`src/rtl/inst_sequencer.sv`:
```
// Instruction sequencer: fetches a program from instruction memory and issues
// it one instruction at a time to the DSP controller using the start/inst/valid
// handshake. The next instruction is not fetched until the current one completes.
module inst_sequencer #(
  parameter int IMEM_LATENCY = 1,
  parameter int TIMEOUT      = 64
) (
  input  logic        clk,
  input  logic        rst_n,
  input  logic        cmd_start,
  input  logic [9:0]  cmd_base,
  input  logic [9:0]  cmd_count,
  input  logic        cmd_abort,
  output logic        busy,
  output logic        done,
  output logic        err_timeout,
  output logic [9:0]  insts_done,
  output logic        imem_en,
  output logic [9:0]  imem_addr,
  input  logic [31:0] imem_dout,
  output logic        ctrl_start,
  output logic [31:0] ctrl_inst,
  input  logic        ctrl_valid
);

  localparam logic [31:0] HALT = 32'h7FFF_FFFF;
  localparam int          TW   = $clog2(TIMEOUT + 1);

  typedef enum logic [2:0] {
    S_IDLE, S_FETCH, S_WAIT_RD, S_ISSUE, S_WAIT_VALID, S_FINISH
  } state_t;

  state_t          state, state_nxt;
  logic [9:0]      base_q, count_q, idx;
  logic [1:0]      rd_cnt;
  logic [TW-1:0]   tmo_cnt;
  logic            abort_pending;

  // An abort seen this cycle acts immediately, not one cycle late.
  logic abort_any, rd_last, tmo_hit, last_inst;
  assign abort_any = abort_pending | cmd_abort;
  assign rd_last   = (rd_cnt == 2'(IMEM_LATENCY - 1));
  assign tmo_hit   = (tmo_cnt == TW'(TIMEOUT - 1));
  assign last_inst = ((idx + 10'd1) == count_q);

  // State register
  always_ff @(posedge clk) begin
    if (!rst_n) state <= S_IDLE;
    else        state <= state_nxt;
  end

  // Next-state logic; aborts before the issue strobe skip straight to FINISH
  always_comb begin
    state_nxt = state;
    case (state)
      S_IDLE:       if (cmd_start) state_nxt = (cmd_count == 10'd0) ? S_FINISH : S_FETCH;
      S_FETCH:      state_nxt = abort_any ? S_FINISH : S_WAIT_RD;
      S_WAIT_RD: begin
        if (abort_any)                state_nxt = S_FINISH;
        else if (rd_last)             state_nxt = (imem_dout == HALT) ? S_FINISH : S_ISSUE;
      end
      S_ISSUE:      state_nxt = S_WAIT_VALID;
      S_WAIT_VALID: begin
        // valid wins over a timeout landing in the same cycle
        if (ctrl_valid)               state_nxt = (last_inst || abort_any) ? S_FINISH : S_FETCH;
        else if (tmo_hit)             state_nxt = S_FINISH;
      end
      S_FINISH:     state_nxt = S_IDLE;
      default:      state_nxt = S_IDLE;
    endcase
  end

  // Moore outputs decoded from the current state
  always_comb begin
    busy       = (state != S_IDLE);
    imem_en    = (state == S_FETCH);
    ctrl_start = (state == S_ISSUE);
  end

  // Program context, counters and registered status outputs
  always_ff @(posedge clk) begin
    if (!rst_n) begin
      base_q        <= '0;
      count_q       <= '0;
      idx           <= '0;
      rd_cnt        <= '0;
      tmo_cnt       <= '0;
      abort_pending <= 1'b0;
      done          <= 1'b0;
      err_timeout   <= 1'b0;
      insts_done    <= '0;
      imem_addr     <= '0;
      ctrl_inst     <= '0;
    end else begin
      done    <= (state == S_FINISH);
      rd_cnt  <= (state == S_WAIT_RD) ? rd_cnt + 2'd1 : 2'd0;
      tmo_cnt <= (state == S_WAIT_VALID) ? tmo_cnt + TW'(1) : '0;

      if (state == S_IDLE)  abort_pending <= 1'b0;
      else if (cmd_abort)   abort_pending <= 1'b1;

      case (state)
        S_IDLE: if (cmd_start) begin
          base_q      <= cmd_base;
          count_q     <= cmd_count;
          idx         <= '0;
          insts_done  <= '0;
          err_timeout <= 1'b0;
          if (cmd_count != 10'd0) imem_addr <= cmd_base;
        end
        S_WAIT_RD: if (rd_last && !abort_any && imem_dout != HALT) ctrl_inst <= imem_dout;
        S_WAIT_VALID: begin
          if (ctrl_valid) begin
            insts_done <= insts_done + 10'd1;
            idx        <= idx + 10'd1;
            // address of the next fetch, wrapping within the 10-bit space
            imem_addr  <= base_q + idx + 10'd1;
          end else if (tmo_hit) begin
            err_timeout <= 1'b1;
          end
        end
        default: ;
      endcase
    end
  end

endmodule

```
`config.mk`:
```
export PLATFORM = sky130hd
export DESIGN_NAME = inst_sequencer
export DESIGN_NICKNAME = d
export VERILOG_FILES = /design/src/rtl/inst_sequencer.sv
export SDC_FILE = /design/constraint.sdc
export NUM_CORES = 1
export LEC_CHECK = 0
export CAP_MARGIN = 20
export CELL_PAD_IN_SITES_DETAIL_PLACEMENT = 2
export CELL_PAD_IN_SITES_GLOBAL_PLACEMENT = 2
export CORE_MARGIN = 2
export CORE_UTILIZATION = 27
export CTS_BUF_LIST = sky130_fd_sc_hd__clkbuf_8
export CTS_CLUSTER_SIZE = 20
export DETAILED_ROUTE_END_ITERATION = 16
export PLACE_DENSITY = 0.8
export SYNTH_ARGS = -nofsm -noshare
export SYNTH_HDL_FRONTEND = slang
export SYNTH_SLANG_ARGS = --single-unit
```
`constraint.sdc`:
```
create_clock -name clk -period 2.1 [get_ports clk]
set_input_delay 0.42 -clock clk [delete_from_list [all_inputs] [get_ports clk]]
set_output_delay 0.42 -clock clk [all_outputs]
set_load 0.01 [all_outputs]
```
== Yosys cells after proc, flatten, opt, wreduce, memory -nomap -nowiden ==
Index checks and enable logic that the tools add are counted.

* Word-level logic and storage cells: 78
* Input bits: 57
* Bits in registers: 97
* Output and inout port bits: 57

* Add/sub/neg operators: 6
* Muxes and demuxes: 23
* Bitwise operators: 2
* Reduce and logical (&&, ||, !) cells: 19
* Equality and inequality tests: 16

{| class="wikitable"
|+ Operator list
! kind !! number
|-
| 10-bit two-way mux || 6
|-
| 10-bit one-hot mux with 2 select lines || 3
|-
| 32-bit by 31-bit == test with 1-bit output (second input constant) || 1
|-
| 32-bit by 31-bit != test with 1-bit output (second input constant) || 1
|-
| 10-bit by 1-bit adder with 10-bit output (second input constant) || 3
|-
| 3-bit two-way mux || 9
|-
| 3-bit one-hot mux with 5 select lines || 1
|-
| 10-bit adder || 1
|-
| 10-bit == test || 1
|-
| 10-bit zero test || 1
|-
| 10-bit nonzero test || 1
|-
| 2-bit != test (second input constant) || 4
|-
| 2-bit AND reduction || 4
|-
| 4-bit AND reduction || 2
|-
| 7-bit by 1-bit adder with 7-bit output (second input constant) || 1
|-
| 7-bit by 6-bit == test with 1-bit output (second input constant) || 1
|-
| 3-bit by 2-bit == test with 1-bit output (second input constant) || 2
|-
| 3-bit == test (second input constant) || 2
|-
| 3-bit != test (second input constant) || 2
|-
| 3-bit AND reduction || 2
|-
| 3-bit by 1-bit == test with 1-bit output (second input constant) || 1
|-
| 3-bit zero test || 1
|-
| 1-bit two-way mux || 3
|-
| 3-bit nonzero test || 1
|-
| other kinds (11) || 12
|}

== Depth between registers and ports, before layout ==
* Depth after elaboration: 6
* Mapped depth: 10
* Gate-level depth less buffers: 9

== Least setup slack after synthesis ==
Ideal clock, no wire load.

* Path kind: reg2reg
* From: reg idx[0]
* To: reg imem_addr[8]
* Data required time: 1982 ps
* Stages on the path, launching flop included: 11
* Library setup time: 118 ps
* Arrival time: 1883 ps
* Clock period less this slack: 2001 ps
* Setup slack: 99 ps
* Path buffers: 1
* Cell sequence: dfxtp_1 buf_2 inv_1 ha_1 inv_1 fa_1 a21oi_1 o211ai_1 o41ai_1 xor2_1 o21ai_1

* Word-level cells in the longest chain between the ends: 4

{| class="wikitable"
|+ RTL lines
! item !! RTL line !! text
|-
| start: declaration || 34 || <nowiki>logic [9:0] base_q, count_q, idx;</nowiki>
|-
| start signal: assignment || 115 || <nowiki>idx <= idx + 10'd1;</nowiki>
|-
| 10-bit adder || 117 || <nowiki>imem_addr <= base_q + idx + 10'd1;</nowiki>
|-
| 10-bit by 1-bit adder with 10-bit output || 117 ||
|-
| 10-bit two-way mux || 113 || <nowiki>if (ctrl_valid) begin</nowiki>
|-
| 10-bit one-hot mux with 2 select lines || 102 || <nowiki>case (state)</nowiki>
|-
| end signal: assignment || 109 || <nowiki>if (cmd_count != 10'd0) imem_addr <= cmd_base;</nowiki>
|-
| end signal: assignment || 117 ||
|-
| end: declaration || 19 || <nowiki>output logic [9:0] imem_addr,</nowiki>
|}

No other way between the ends. The select of a mux whose other input is x is not followed.
A chain may end at the register's enable or synchronous reset.

== Final worst setup path ==
Same ends and word-level chain as after synthesis.

==> metrics <==
HPWL after detailed placement 12.2 mm; WP buf/inv 2; initial antenna violation count 1; H-tree Lvls 3; critical path required time 2390 ps; share of the synthesized area in the top cell type 40.8%; total number of vias 4560; I/O pins 114; Filler Cell Count 1905; Synth top cells by count 97 x dfxtp_1, 71 x nand2_1, 71 x nor2_1; CP startpoint idx[0]; Clock transition at path regs 100 ps; Worst path depth 9; total power 0.00410 W; CP Cell Sequence inv_2 > ha_4 > inv_2 > fa_2 > a21oi_2 > o211ai_1 > o41ai_2 > xor2_1 > o21ai_1; clock skew 15.6 ps; Hold-fix buffers, CTS 0; total count of hold-check failures in the final report 0; worst setup path endpoint imem_addr[8]; PD cells 621 mW/mm^2; worst hold path type flip-flop to flip-flop; CTS sink cnt 97; Worst EP arrival 2320 ps; number of inserted diodes 0; Leakage 2.43 nW; final wirelength 16.0 mm; status completed; Cells after Synth 549; worst r2r src idx[0]; Highest Clock Rate 0.493 GHz; # nets final 755; Root Buffer clkbuf_8; WS Path Type flip-flop to flip-flop; port buffer count 113; Routed Antenna Nets 0; Post-synth EDFFs 0; RSZ-0062 raised after global routing yes; FFs w/ async S/R, synth 0%; Synthesis Warnings 0; Crit. End Element flip-flop; total gr overflow 0; reg2reg path depth 9; clock buffer count from CTS 9; CP max-delay cell fa_2; DR pass1 iterations 4; Netlist Area Pre-Place 0.00475 mm^2; post-route insts no fill 914; Synth area leader dfxtp_1; Seq/Total Area, Yosys 40.8%; Initial Util 27.6%; most frequent cell on the critical path inv_2; RD Place Congestion 0.922; die height 137 um; synth unique cells 70; Worst Path Max Fanout 3; Area contributors post-synth dfxtp_1 41%, mux2i_1 7.6%, nand2_1 5.6%, nor2_1 5.6%, a21oi_1 3.9%; crit-path leading delay family compound AO/OA/AOI/OAI gates; count leader, synth dfxtp_1; Post-Place Cells 897; Syn Area/Cell 8.66 um^2; share of layout cells above drive strength 1 12.5%; # rows 48; worst reg2reg setup slack 70 ps; Worst-Margin Slew 479 ps; vias per cell 4.99; wire length per cell 17.5 um; fin crit share 96.5%; largest net degree at the start of global routing 73; Reg2Reg Capture Point imem_addr[8]; # DRC 0; Startpoint Class flip-flop; maximum VDD drop 0.293 mV; CTS tree yes; Die W 137 um; die area 0.0187 mm^2; slowest stage delay, CP 390 ps; slew margin rel. 68.0%; max cap viols 0; Syn Nets 620; clock buffer depth 2; area growth from synthesis to layout 38.8%; flops & latches, synth 97; max-slew violations 0; Total Routing Usage GR 17.6%; first-pass GRT wire length 25.7 mm; worst skew pair latency 400 ps; endpoints failing setup 0; core area 0.0172 mm^2; vias in the first global route 5047; min Tclk post-route 2030 ps; ys flop type dfxtp_1; Iter 0 DRT Violations 152
state kept, by name, summed over array words and instances (netlist names):
signal and flops:
ctrl_inst 32, base_q 10, count_q 10, idx 10, imem_addr 10, insts_done 10, tmo_cnt 7, state 3
rd_cnt 2, abort_pending 1, done 1, err_timeout 1
cell usage in the layout (no fill, tap or decap), types with 4 or more instances in the layout:
master / instances
or3_1: 4
xor2_1: 16
nand3_1: 17
dfxtp_1: 91
a21oi_1: 36
nor2_1: 71
o21ai_0: 10
nor3_1: 9
xnor2_1: 13
clkdlybuf4s50_1: 110
a21o_1: 5
nand3b_1: 4
clkbuf_8: 9
and3_1: 7
o21ai_1: 5
nand4_1: 16
dfxtp_2: 5
buf_4: 37
mux2i_1: 36
nand2_1: 71
inv_2: 5
ha_1: 12
nor4_1: 5
inv_1: 9
worst min path at each step:
stage	end	cells after the start	slack (ps)	from
after floorplan	tmo_cnt[0]	1	420	tmo_cnt[0]
after global placement	tmo_cnt[0]	1	430	tmo_cnt[0]
after detailed placement	tmo_cnt[0]	1	460	tmo_cnt[0]
after CTS	tmo_cnt[0]	1	480	tmo_cnt[0]
after global routing	base_q[5]	2	490	base_q[5]
final	tmo_cnt[0]	1	470	tmo_cnt[0]
layer usage:
| layer | vias to the layer above | track usage [%] | share of wire, % |
|---|---|---|---|
| met5 | - | 0 | 0.063 |
| met4 | 2 | 7.00 | 2.4 |
| met3 | 28 | 3.52 | 5.1 |
| met2 | 103 | 31.6 | 51 |
| met1 | 2220 | 20.5 | 42 |
| li1 | 2207 | - | - |
cells by family (layout without fill, tap and decap cells):
kind of cell	Yosys count	count (layout)	synth area share [%]
flops	97	97	40.8
buf+inv	42	182	4.50
mux	37	37	7.82
compound gates	97	97	13.6
fa+ha+maj	14	14	3.84
simple gates	233	233	24.1
xor+xnor	29	29	5.34
stage by stage:
step / setup TNS [ps] / setup slack [ps] / cell area [um^2] / util [%] / hold slack (ps)
floorplan: 0 / 99.2 / 4750 / - / 418
global placement: -9010 / -219 / 6350 / 36.8 / 429
detailed placement: -10130 / -263 / 6350 / 36.8 / 455
CTS: 0 / 11.6 / 6560 / 38.1 / 478
global route: -44.6 / -44.6 / 6600 / 38.3 / 488
finish: 0 / 73.6 / 6600 / 38.3 / 474
where the power goes:
part           switching [W]  internal [W]
Clock               0.000750      0.000564
Sequential         0.0000633       0.00192
Combinational       0.000420      0.000388
repair_timing:
| item | in CTS | in global routing |
|---|---|---|
| resized for setup | 8 | 13 |
| pin swaps | 0 | 7 |
| setup buffers | 0 | 1 |
| setup endpoints to repair | 4 | 4 |
final cells by class:
class	count	area (um^2)	area share (%)
repair buffers	153	1470	22.2
clock inverters	7	77.6	1.18
flip-flops and latches	97	1950	29.6
clock buffers	9	124	1.88
well taps	225	282	4.27
multi-input cells	410	2650	40.2
inverters	13	48.8	0.739
Power figures use the tool's default switching activity.
